--- config.mk ---
export PLATFORM = sky130hd
export DESIGN_NAME = lfsr_fifo_ctrl
export DESIGN_NICKNAME = d
export VERILOG_FILES = /design/src/rtl/lfsr_fifo_ctrl_pkg.sv /design/src/rtl/lfsr_fifo_ctrl_checker.sv /design/src/rtl/lfsr_fifo_ctrl_debounce.sv /design/src/rtl/lfsr_fifo_ctrl.sv
export SDC_FILE = /design/constraint.sdc
export NUM_CORES = 1
export LEC_CHECK = 0
export BUFFER_PORTS_ARGS = -buffer_cell sky130_fd_sc_hd__buf_2
export CORE_MARGIN = 4
export CORE_UTILIZATION = 55
export DETAILED_ROUTE_END_ITERATION = 8
export HOLD_SLACK_MARGIN = 0.02
export PLACE_DENSITY = 0.87
export SETUP_SLACK_MARGIN = 0.1
export SYNTH_ARGS = -nofsm -noshare
export SYNTH_HDL_FRONTEND = slang
export SYNTH_SLANG_ARGS = --single-unit
--- constraint.sdc ---
create_clock -name clk -period 4.2 [get_ports clk]
set_clock_uncertainty 0.1 [all_clocks]
set_input_delay 0.42 -clock clk [delete_from_list [all_inputs] [get_ports clk]]
set_output_delay 0.42 -clock clk [all_outputs]
set_load 0.005 [all_outputs]
--- src/rtl/lfsr_fifo_ctrl_pkg.sv ---
// Shared FSM encodings and sizing helpers for the LFSR/FIFO sequencing controller.
package lfsr_fifo_ctrl_pkg;

    localparam logic [0:0] ST_IDLE = 1'b0;
    localparam logic [0:0] ST_FILL = 1'b1;

    // Occupancy counter must represent 0..depth inclusive.
    function automatic int level_width(input int depth);
        return $clog2(depth + 1);
    endfunction

endpackage

--- src/rtl/lfsr_fifo_ctrl_checker.sv ---
// Occupancy and button-strobe invariants for the sequencing controller.
module lfsr_fifo_ctrl_checker #(
    parameter int FIFO_DEPTH = 16,
    parameter int LEVEL_W    = 5
) (
    input logic               clk,
    input logic               reset_n,
    input logic               push,
    input logic               pop,
    input logic [LEVEL_W-1:0] level,
    input logic               fifo_full,
    input logic               fifo_empty,
    input logic               btn_stable,
    input logic               btn_rise,
    input logic               btn_fall
);

    localparam logic [LEVEL_W-1:0] LEVEL_FULL = LEVEL_W'(FIFO_DEPTH);
    localparam logic [LEVEL_W-1:0] LEVEL_ZERO = {LEVEL_W{1'b0}};

    logic quiet_r;

    // Flags only settle against level after a cycle with no data movement
    always_ff @(posedge clk or negedge reset_n) begin
        if (!reset_n) begin
            quiet_r <= 1'b0;
        end else begin
            quiet_r <= ~push & ~pop;
        end
    end

    a_level_max: assert property (@(posedge clk) disable iff (!reset_n)
        level <= LEVEL_FULL);
    a_no_underflow: assert property (@(posedge clk) disable iff (!reset_n)
        (pop && !push) |-> (level != LEVEL_ZERO));
    a_no_overflow: assert property (@(posedge clk) disable iff (!reset_n)
        (push && !pop) |-> (level != LEVEL_FULL));
    a_empty_match: assert property (@(posedge clk) disable iff (!reset_n)
        quiet_r |-> ((level == LEVEL_ZERO) == fifo_empty));
    a_full_match: assert property (@(posedge clk) disable iff (!reset_n)
        quiet_r |-> ((level == LEVEL_FULL) == fifo_full));
    a_edge_excl: assert property (@(posedge clk) disable iff (!reset_n)
        !(btn_rise && btn_fall));
    a_rise_stable: assert property (@(posedge clk) disable iff (!reset_n)
        btn_rise |-> btn_stable);

endmodule

--- src/rtl/lfsr_fifo_ctrl_debounce.sv ---
// Synchronizes an asynchronous button and accepts a new level only after it
// has been stable for DEBOUNCE_CYCLES consecutive cycles.
module lfsr_fifo_ctrl_debounce #(
    parameter int DEBOUNCE_CYCLES = 500000,
    parameter int SYNC_STAGES     = 2
) (
    input  logic clk,
    input  logic reset_n,
    input  logic din,
    output logic stable,
    output logic rise_pulse,
    output logic fall_pulse
);

    localparam int CNT_W = $clog2(DEBOUNCE_CYCLES);
    localparam logic [CNT_W-1:0] CNT_MAX = CNT_W'(DEBOUNCE_CYCLES - 1);

    logic [SYNC_STAGES-1:0] sync_r;
    logic                   sync_s;
    logic [CNT_W-1:0]       cnt_r;
    logic                   stable_r;
    logic                   stable_d_r;
    logic                   rise_r;
    logic                   fall_r;

    assign sync_s = sync_r[SYNC_STAGES-1];

    // Metastability synchronizer chain
    always_ff @(posedge clk or negedge reset_n) begin
        if (!reset_n) begin
            sync_r <= {SYNC_STAGES{1'b0}};
        end else begin
            sync_r <= {sync_r[SYNC_STAGES-2:0], din};
        end
    end

    // Stability counter; any return to the accepted value restarts the wait
    always_ff @(posedge clk or negedge reset_n) begin
        if (!reset_n) begin
            cnt_r    <= {CNT_W{1'b0}};
            stable_r <= 1'b0;
        end else if (sync_s == stable_r) begin
            cnt_r    <= {CNT_W{1'b0}};
            stable_r <= stable_r;
        end else if (cnt_r == CNT_MAX) begin
            cnt_r    <= {CNT_W{1'b0}};
            stable_r <= ~stable_r;
        end else begin
            cnt_r    <= cnt_r + {{(CNT_W-1){1'b0}}, 1'b1};
            stable_r <= stable_r;
        end
    end

    // Registered edge strobes of the accepted value
    always_ff @(posedge clk or negedge reset_n) begin
        if (!reset_n) begin
            stable_d_r <= 1'b0;
            rise_r     <= 1'b0;
            fall_r     <= 1'b0;
        end else begin
            stable_d_r <= stable_r;
            rise_r     <= stable_r & ~stable_d_r;
            fall_r     <= ~stable_r & stable_d_r;
        end
    end

    assign stable     = stable_r;
    assign rise_pulse = rise_r;
    assign fall_pulse = fall_r;

endmodule

--- src/rtl/lfsr_fifo_ctrl.sv ---
// Sequences LFSR output into the FIFO with occupancy hysteresis and turns
// debounced button presses into single FIFO pops.
module lfsr_fifo_ctrl
    import lfsr_fifo_ctrl_pkg::*;
#(
    parameter int DEBOUNCE_CYCLES = 500000,
    parameter int SYNC_STAGES     = 2,
    parameter int FIFO_DEPTH      = 16,
    parameter int LOW_WATER       = 4,
    localparam int LEVEL_W        = level_width(FIFO_DEPTH)
) (
    input  logic               clk,
    input  logic               reset_n,
    input  logic               fill_req,
    input  logic               pop_btn,
    input  logic               lfsr_valid,
    input  logic               fifo_full,
    input  logic               fifo_empty,
    output logic               lfsr_enable,
    output logic               fifo_push,
    output logic               fifo_pop,
    output logic               pop_dropped,
    output logic [LEVEL_W-1:0] level,
    output logic               filling
);

    localparam logic [LEVEL_W-1:0] LEVEL_FULL   = LEVEL_W'(FIFO_DEPTH);
    localparam logic [LEVEL_W-1:0] LEVEL_ALMOST = LEVEL_W'(FIFO_DEPTH - 1);
    localparam logic [LEVEL_W-1:0] LEVEL_LOW    = LEVEL_W'(LOW_WATER);
    localparam logic [LEVEL_W-1:0] LEVEL_ZERO   = {LEVEL_W{1'b0}};
    localparam logic [LEVEL_W-1:0] LEVEL_ONE    = LEVEL_W'(1);

    logic [SYNC_STAGES-1:0] fill_sync_r;
    logic                   fill_sync_s;
    logic [0:0]             state_r;
    logic [0:0]             state_nxt_s;
    logic                   in_fill_s;
    logic                   push_s;
    logic                   fifo_pop_r;
    logic                   pop_dropped_r;
    logic [LEVEL_W-1:0]     level_r;
    logic                   btn_stable_s;
    logic                   btn_rise_s;
    logic                   btn_fall_s;

    lfsr_fifo_ctrl_debounce #(
        .DEBOUNCE_CYCLES (DEBOUNCE_CYCLES),
        .SYNC_STAGES     (SYNC_STAGES)
    ) u_btn_debounce (
        .clk        (clk),
        .reset_n    (reset_n),
        .din        (pop_btn),
        .stable     (btn_stable_s),
        .rise_pulse (btn_rise_s),
        .fall_pulse (btn_fall_s)
    );

    // Switch synchronizer; the switch needs no debounce, only clean sampling
    always_ff @(posedge clk or negedge reset_n) begin
        if (!reset_n) begin
            fill_sync_r <= {SYNC_STAGES{1'b0}};
        end else begin
            fill_sync_r <= {fill_sync_r[SYNC_STAGES-2:0], fill_req};
        end
    end

    assign fill_sync_s = fill_sync_r[SYNC_STAGES-1];
    assign in_fill_s   = (state_r == ST_FILL);
    // LFSR stalls while full so no generated word is ever lost
    assign push_s      = in_fill_s & lfsr_valid & ~fifo_full;

    // Fill FSM next-state with low-water hysteresis and early exit on last push
    always_comb begin
        state_nxt_s = state_r;
        case (state_r)
            ST_IDLE: begin
                if (fill_sync_s && (level_r <= LEVEL_LOW)) begin
                    state_nxt_s = ST_FILL;
                end else begin
                    state_nxt_s = ST_IDLE;
                end
            end
            ST_FILL: begin
                if (!fill_sync_s || (level_r == LEVEL_FULL) ||
                    ((level_r == LEVEL_ALMOST) && push_s && !fifo_pop_r)) begin
                    state_nxt_s = ST_IDLE;
                end else begin
                    state_nxt_s = ST_FILL;
                end
            end
            default: state_nxt_s = ST_IDLE;
        endcase
    end

    // FSM state register
    always_ff @(posedge clk or negedge reset_n) begin
        if (!reset_n) begin
            state_r <= ST_IDLE;
        end else begin
            state_r <= state_nxt_s;
        end
    end

    // One pop (or a drop report) per accepted press
    always_ff @(posedge clk or negedge reset_n) begin
        if (!reset_n) begin
            fifo_pop_r    <= 1'b0;
            pop_dropped_r <= 1'b0;
        end else begin
            fifo_pop_r    <= btn_rise_s & ~fifo_empty;
            pop_dropped_r <= btn_rise_s & fifo_empty;
        end
    end

    // Saturating occupancy counter
    always_ff @(posedge clk or negedge reset_n) begin
        if (!reset_n) begin
            level_r <= LEVEL_ZERO;
        end else begin
            case ({push_s, fifo_pop_r})
                2'b10: begin
                    if (level_r != LEVEL_FULL) begin
                        level_r <= level_r + LEVEL_ONE;
                    end else begin
                        level_r <= level_r;
                    end
                end
                2'b01: begin
                    if (level_r != LEVEL_ZERO) begin
                        level_r <= level_r - LEVEL_ONE;
                    end else begin
                        level_r <= level_r;
                    end
                end
                default: level_r <= level_r;
            endcase
        end
    end

    assign lfsr_enable = in_fill_s & ~fifo_full;
    assign fifo_push   = push_s;
    assign fifo_pop    = fifo_pop_r;
    assign pop_dropped = pop_dropped_r;
    assign level       = level_r;
    assign filling     = in_fill_s;

    lfsr_fifo_ctrl_checker #(
        .FIFO_DEPTH (FIFO_DEPTH),
        .LEVEL_W    (LEVEL_W)
    ) u_checker (
        .clk        (clk),
        .reset_n    (reset_n),
        .push       (push_s),
        .pop        (fifo_pop_r),
        .level      (level_r),
        .fifo_full  (fifo_full),
        .fifo_empty (fifo_empty),
        .btn_stable (btn_stable_s),
        .btn_rise   (btn_rise_s),
        .btn_fall   (btn_fall_s)
    );

endmodule

Word-level counts from Yosys, hierarchy flattened
Cells that the tools add are included.
{"block": "classes", "muxes": 8, "reduce_logical": 11, "n_eq_ne": 9, "n_lt_le_gt_ge": 1, "n_bitwise": 12, "addsub": 3}
{"cell": "19-bit two-way mux", "count": 2}
{"cell": "19-bit by 1-bit adder with 19-bit output, second input constant", "count": 1}
{"cell": "19-bit == test, second input constant", "count": 1}
{"cell": "5-bit two-way mux", "count": 2}
{"cell": "5-bit case mux with 2 select lines", "count": 1}
{"cell": "1-bit AND", "count": 6}
{"cell": "1-bit inverter", "count": 6}
{"cell": "5-bit by 1-bit adder with 5-bit output, second input constant", "count": 1}
{"cell": "5-bit by 4-bit == test with 1-bit output, second input constant", "count": 1}
{"cell": "5-bit == test, second input constant", "count": 1}
{"cell": "5-bit by 3-bit less-or-equal comparator with 1-bit output, second input constant", "count": 1}
{"cell": "5-bit inequality test, second input constant", "count": 1}
{"cell": "5-bit nonzero test", "count": 1}
{"cell": "5-bit by 1-bit subtractor with 5-bit output, second input constant", "count": 1}
{"cell": "2-bit inequality test, second input constant", "count": 2}
{"cell": "1-bit logical AND", "count": 3}
{"cell": "3-bit AND reduction", "count": 1}
{"cell": "2-bit by 1-bit == test with 1-bit output, second input constant", "count": 1}
{"cell": "2-bit == test, second input constant", "count": 1}
{"cell": "1-bit logical NOT", "count": 2}
{"cell": "1-bit logical OR", "count": 2}
{"cell": "1-bit two-way mux", "count": 2}
{"cell": "1-bit case mux with 2 select lines", "count": 1}
{"cell": "2-bit AND reduction", "count": 1}
{"cell": "2 further kinds", "count": 2}
{"block": "word_totals", "output_inout_bits": 10, "inputBits": 7, "ff_bits": 34, "word_cells": 54}

Longest topological paths before layout
{"block": "logic_depth", "depth_word": 7, "depth_mapped": 8}

Cells and area by module
From an unflattened synthesis, not the netlist that was laid out.
{"block": "unflattened", "hier_cells": 165, "area_unflattened_um2": 1694.1}
{"mod": "lfsr_fifo_ctrl_debounce", "instances": 1, "cells_each": 110, "area_each_um2": 1122.3}
{"mod": "lfsr_fifo_ctrl", "instances": 1, "cells_each": 55, "area_each_um2": 571.8}

Least setup slack after synthesis
No wires, ideal clock.
{"block": "synth_timing", "path_kind": "input -> register", "from": "input port fifo_full", "to": "register level_r[2], in the netlist level[2]", "setup_ns": 0.079, "required_ns": 4.021, "path_buffers": 0, "cell_stages": 7, "setup_slack_ns": 2.230, "arrival_time_ns": 1.791, "path_cell_list": "nand3b_1 > nand2_1 > xnor2_1 > ha_1 > or4_1 > a22oi_1 > xor2_1"}
{"block": "synth_via", "elab_chain_cells": 5, "elab_cells_between_ends": 9, "cone_classes": "eq/ne (4); mux (1); bitwise (2); reduce/logical (2)"}
{"item": "from (decl)", "line_no": "lfsr_fifo_ctrl.sv:17", "rtl": "input logic fifo_full,"}
{"item": "1-bit inverter *", "line_no": "lfsr_fifo_ctrl.sv:70", "rtl": "assign push_s = in_fill_s & lfsr_valid & ~fifo_full;"}
{"item": "1-bit AND *", "line_no": "lfsr_fifo_ctrl.sv:70"}
{"item": "2-bit by 1-bit == test with 1-bit output or 2-bit == test (tied branches)", "line_no": "lfsr_fifo_ctrl.sv:120", "rtl": "case ({push_s, fifo_pop_r})"}
{"item": "2-bit inequality test (no line) or 2-bit nonzero test (tied branches)"}
{"item": "3-bit AND reduction (no line)"}
{"item": "to (signal assigned)", "line_no": "lfsr_fifo_ctrl.sv:123", "rtl": "level_r <= level_r + LEVEL_ONE;"}
{"item": "to (signal assigned)", "line_no": "lfsr_fifo_ctrl.sv:125", "rtl": "level_r <= level_r;"}
{"item": "to (signal assigned)", "line_no": "lfsr_fifo_ctrl.sv:130", "rtl": "level_r <= level_r - LEVEL_ONE;"}
{"item": "to (decl)", "line_no": "lfsr_fifo_ctrl.sv:41", "rtl": "logic [LEVEL_W-1:0] level_r;"}
Every way passes the cells marked *; elsewhere a longest branch is shown, timed or not.
A chain may end at the register's enable or synchronous reset.

Worst setup path after layout
{"block": "layout_timing", "from": "register u_btn_debounce.cnt_r[0]", "to": "register u_btn_debounce.cnt_r[6]"}
{"block": "layout_via", "elab_chain_cells": 3, "elab_cells_between_ends": 4, "cone_classes": "add/sub (1); eq/ne (1); mux (2)"}
{"item": "from (decl)", "line_no": "lfsr_fifo_ctrl_debounce.sv:20", "rtl": "logic [CNT_W-1:0] cnt_r;"}
{"item": "from (signal assigned)", "line_no": "lfsr_fifo_ctrl_debounce.sv:40", "rtl": "cnt_r <= {CNT_W{1'b0}};"}
{"item": "from (signal assigned)", "line_no": "lfsr_fifo_ctrl_debounce.sv:43", "rtl": "cnt_r <= {CNT_W{1'b0}};"}
{"item": "from (signal assigned)", "line_no": "lfsr_fifo_ctrl_debounce.sv:46", "rtl": "cnt_r <= {CNT_W{1'b0}};"}
{"item": "19-bit by 1-bit adder with 19-bit output or 19-bit == test (tied branches)", "line_no": "lfsr_fifo_ctrl_debounce.sv:49, lfsr_fifo_ctrl_debounce.sv:45"}
{"item": "19-bit two-way mux *", "line_no": "lfsr_fifo_ctrl_debounce.sv:45", "rtl": "end else if (cnt_r == CNT_MAX) begin"}
{"item": "19-bit two-way mux *", "line_no": "lfsr_fifo_ctrl_debounce.sv:42", "rtl": "end else if (sync_s == stable_r) begin"}
Marked as above.

==> results.md <==
Run status:
- The flow ran to the end, and the final reports show no timing, DRC or antenna violations.

Clock tree:
- The TritonCTS clock tree is done.
- Counting along the longest clock path gives a buffer depth of 2.
- Clock-pin slew was measured on the worst setup and hold paths at 110 ps.
- The TritonCTS buffer count is 5.
- The number of setup buffers added after CTS is 0.
- Counting every sink on the clock net gives 34.
- In this run, post-CTS repair resized a total of 0 instances.
- The root buffer cell chosen for the clock tree is sky130_fd_sc_hd__clkbuf_4.
- The clock tree synthesis step divided the H-tree into 2 levels.
- For this design, the CTS-stage hold fixing added 0 buffers.
- The clock latency on the worst-skew pair is 340 ps.

Synthesis:
- After synthesis, the mean cell area works out to 10.2 sq um.
- The synthesized netlist devotes 8.97% of its cell area to XOR and XNOR gates.
- The dominant combinational cell family by area after synthesis is simple AND/OR/NAND/NOR gates.
- The top flip-flop cell by instance count after synthesis is sky130_fd_sc_hd__dfrtp_1.
- The sequential area share after synthesis is 51.3%.
- The number of flip-flops and latches in the synthesized netlist is 34.
- The async set-reset flop share out of synthesis is 100%.
- The synthesized area is 0.00166 sq mm.
- The number of flops mapped to enable cells by yosys is 0.
- The basic-gate share of the synthesized area counting and, or, nand and nor cells is 22.9%.
- The distinct cell type count after synthesis is 40.
- After synthesis, the share of cell area in mux cells is 1.36%.
- Of the total synthesized cell area, the portion taken by full adders, half adders and majority gates is 2.26%.
- Summing the areas of all compound-gate instances in the mapped netlist gives 10.5% of the synthesized area.
- The total of warnings raised by yosys is 0.
- Counting every net in the synthesized netlist gives 173.
- Synthesis produced a netlist whose cell count is 163.

Placement:
- Routability-driven placement finished with a final weighted congestion of 0.862.
- Buffers placed on the I/O ports in this run total 16.
- The sum of net half-perimeters after detailed placement is 2120 um.

Timing:
- The share of the cycle needed by the critical path after routing is 56.9%.
- The slew at the pin with the worst max-slew slack is 1110 ps.
- Setup repair after global routing left no endpoint under its margin.
- The headroom to the max-slew limit is 25.3%.
- The max-slew violation count is 0.
- Static timing analysis puts the maximum clock frequency at 418 MHz.
- The final critical path time including I/O delays and setup is 2390 ps.
- The count of final setup violators is 0.
- The final sum of negative setup slack is 0 ps.
- The final count of hold timing violations is 0.

Layout:
- The register area is 851 sq um.
- The number of antenna diodes is 0.
- The post-route netlist has 17.6% of its cells at a drive strength greater than 1.
- In the layout the commonest cells are 34 x sky130_fd_sc_hd__dfrtp_1, 19 x sky130_fd_sc_hd__nor2_1, 16 x sky130_fd_sc_hd__buf_2.
- The net count reported at finish is 191.
- Summing all multi-input logic gate instances after layout gives 762 sq um.
- The filler cells instantiated in the layout total 236.
- The area growth from synthesis to layout is 10.4%.
- The most common library cell in the layout ignoring fill and taps is sky130_fd_sc_hd__dfrtp_1.
- The final standard cell utilization of the core is 64.8%.

Pwr:
- In this run the power density over the cells is 318 mW/mm^2.
- The peak supply drop is 0.000285 V.
- The static leakage is 0.826 nW.

Global route:
- The total global-route track usage is 16.6%.
- The initial antenna violation count was 0.
- The number of global-route vias before repair is 1177.
- The largest net degree at the start of global routing is 35.
- The total overflow left after global routing is 0.
- The first-pass GRT wire length is 5110 um.

Route:
- The starting DRC count in detailed routing is 65.
- After detailed routing, the average wire length per cell comes to 14.1 um.
- The total wire length is 3000 um.
- The mean number of vias per cell is 6.02.
- For this run, the detailed router's first-pass iteration total came to 4.
- The via count is 1282.
- The remaining number of nets flagged by the antenna check after routing is 0.
- For this run, design rule violations remaining after detail routing come to 0.

Worst setup path:
- The category of the worst setup path capture point is a register.
- The critical path required time is 4280 ps.
- Data arrives at the worst endpoint at 2470 ps.
- The startpoint of the most critical register-to-register path is u_btn_debounce.cnt_r[0].
- The critical path in this run is classified as reg2reg.
- The setup slack of the worst register-to-register path is 1810 ps.
- The critical-path maximum fanout is 18.
- The end of the worst register-to-register path is u_btn_debounce.cnt_r[6].
- For the worst flop-to-flop path, the logic depth is 5.
- The worst setup path is launched from a register.

Floorplanning:
- The die boundary height is 62.9 um.
- The floorplan step defined a die boundary enclosing 0.00396 sq mm.
- The chip width is 62.9 um.
- The number of I/O pins is 17.
- The number of placement rows is 19.
- The initial core utilization is 58.6%.
- The total area inside the core boundary comes to 0.00283 sq mm.

Min path:
- The worst hold path class is in2async.

Run:
- The number of max-cap violations is 0.
==> Yosys cell counts, types with 2 or more instances <==
library cell	count	share of area, %
sky130_fd_sc_hd__nor2b_1	3	1.1
sky130_fd_sc_hd__nor3_1	2	0.60
sky130_fd_sc_hd__or4_1	2	0.90
sky130_fd_sc_hd__ha_1	3	2.3
sky130_fd_sc_hd__nor4_1	7	2.6
sky130_fd_sc_hd__nor2_1	19	4.3
sky130_fd_sc_hd__and2_1	2	0.75
sky130_fd_sc_hd__o21ai_0	9	2.7
sky130_fd_sc_hd__a21oi_1	5	1.5
sky130_fd_sc_hd__or3_1	4	1.5
sky130_fd_sc_hd__nand2_1	11	2.5
sky130_fd_sc_hd__nand3_1	7	2.1
sky130_fd_sc_hd__nand4_1	5	1.9
sky130_fd_sc_hd__xor2_1	7	3.7
sky130_fd_sc_hd__buf_2	3	0.90
sky130_fd_sc_hd__inv_1	6	1.4
sky130_fd_sc_hd__dfrtp_1	34	51
sky130_fd_sc_hd__o211ai_2	2	1.5
sky130_fd_sc_hd__xnor2_1	10	5.3
sky130_fd_sc_hd__a221oi_1	2	1.1
==> report_power, final <==
group	switching, mW	total, mW	internal [mW]
registers	0.00313	0.334	0.331
logic	0.0120	0.0169	0.00486
clock network	0.108	0.231	0.123
==> layer usage <==
layer	vias to the layer above	share of wire, %	global-route usage [%]
met5	-	0	0
met4	0	2.3	8.26
met3	6	5.9	6.65
met2	36	49	27.5
met1	623	42	18.4
li1	617	-	-
==> worst max path at each step <==
stage,startpoint,end
after global placement,u_btn_debounce.cnt_r[0],u_btn_debounce.cnt_r[10]
final,u_btn_debounce.cnt_r[0],u_btn_debounce.cnt_r[6]
after global routing,u_btn_debounce.cnt_r[0],u_btn_debounce.cnt_r[2]
after CTS,u_btn_debounce.cnt_r[0],u_btn_debounce.cnt_r[6]
after detailed placement,u_btn_debounce.cnt_r[0],u_btn_debounce.cnt_r[6]
after floorplan,fifo_full,level[2]
==> final cells by class <==
type / instances / area share [%]
clock buffer: 5 / 2.05
clock inverter: 3 / 2.19
inverter: 6 / 1.23
multi-input combinational: 118 / 41.6
sequential: 34 / 46.4
tap: 31 / 2.12
timing repair buffer: 16 / 4.37
==> sequential cells by signal, indices dropped and copies added, names as in the netlist <==
signal and count:
fill_sync_r 2, u_btn_debounce.stable_d_r 1, u_btn_debounce.sync_r 2, filling 1, u_btn_debounce.stable 1, pop_dropped 1, fifo_pop 1, level 5
u_btn_debounce.cnt_r 19, u_btn_debounce.rise_pulse 1
==> through the flow <==
step / std cells / total power, mW / hold slack, ps / setup slack, ps / cell area (sq um)
after floorplan: 163 / 0.348 / 24.4 / 2230 / 1660
after global placement: 205 / 0.357 / 231 / 1950 / 1750
after detailed placement: 205 / 0.358 / 235 / 1770 / 1750
after CTS: 213 / 0.589 / 32.4 / 1770 / 1830
after global routing: 213 / 0.609 / 51.4 / 1550 / 1830
final: 213 / 0.583 / 21.0 / 1810 / 1830
==> cell families after synthesis <==
family	after synthesis
compound gates	26
xor+xnor	17
fa+ha+maj	3
buf+inv	11
flops	34
mux	2
simple gates	70
==> worst max-delay path: stages, from the launching register on <==
cell	delay [ps]
sky130_fd_sc_hd__dfrtp_1	400
sky130_fd_sc_hd__ha_1	230
sky130_fd_sc_hd__and4_1	270
sky130_fd_sc_hd__nand4_1	180
sky130_fd_sc_hd__o21ai_1	910
sky130_fd_sc_hd__nor2_1	140
Power figures use the tool's default switching activity.
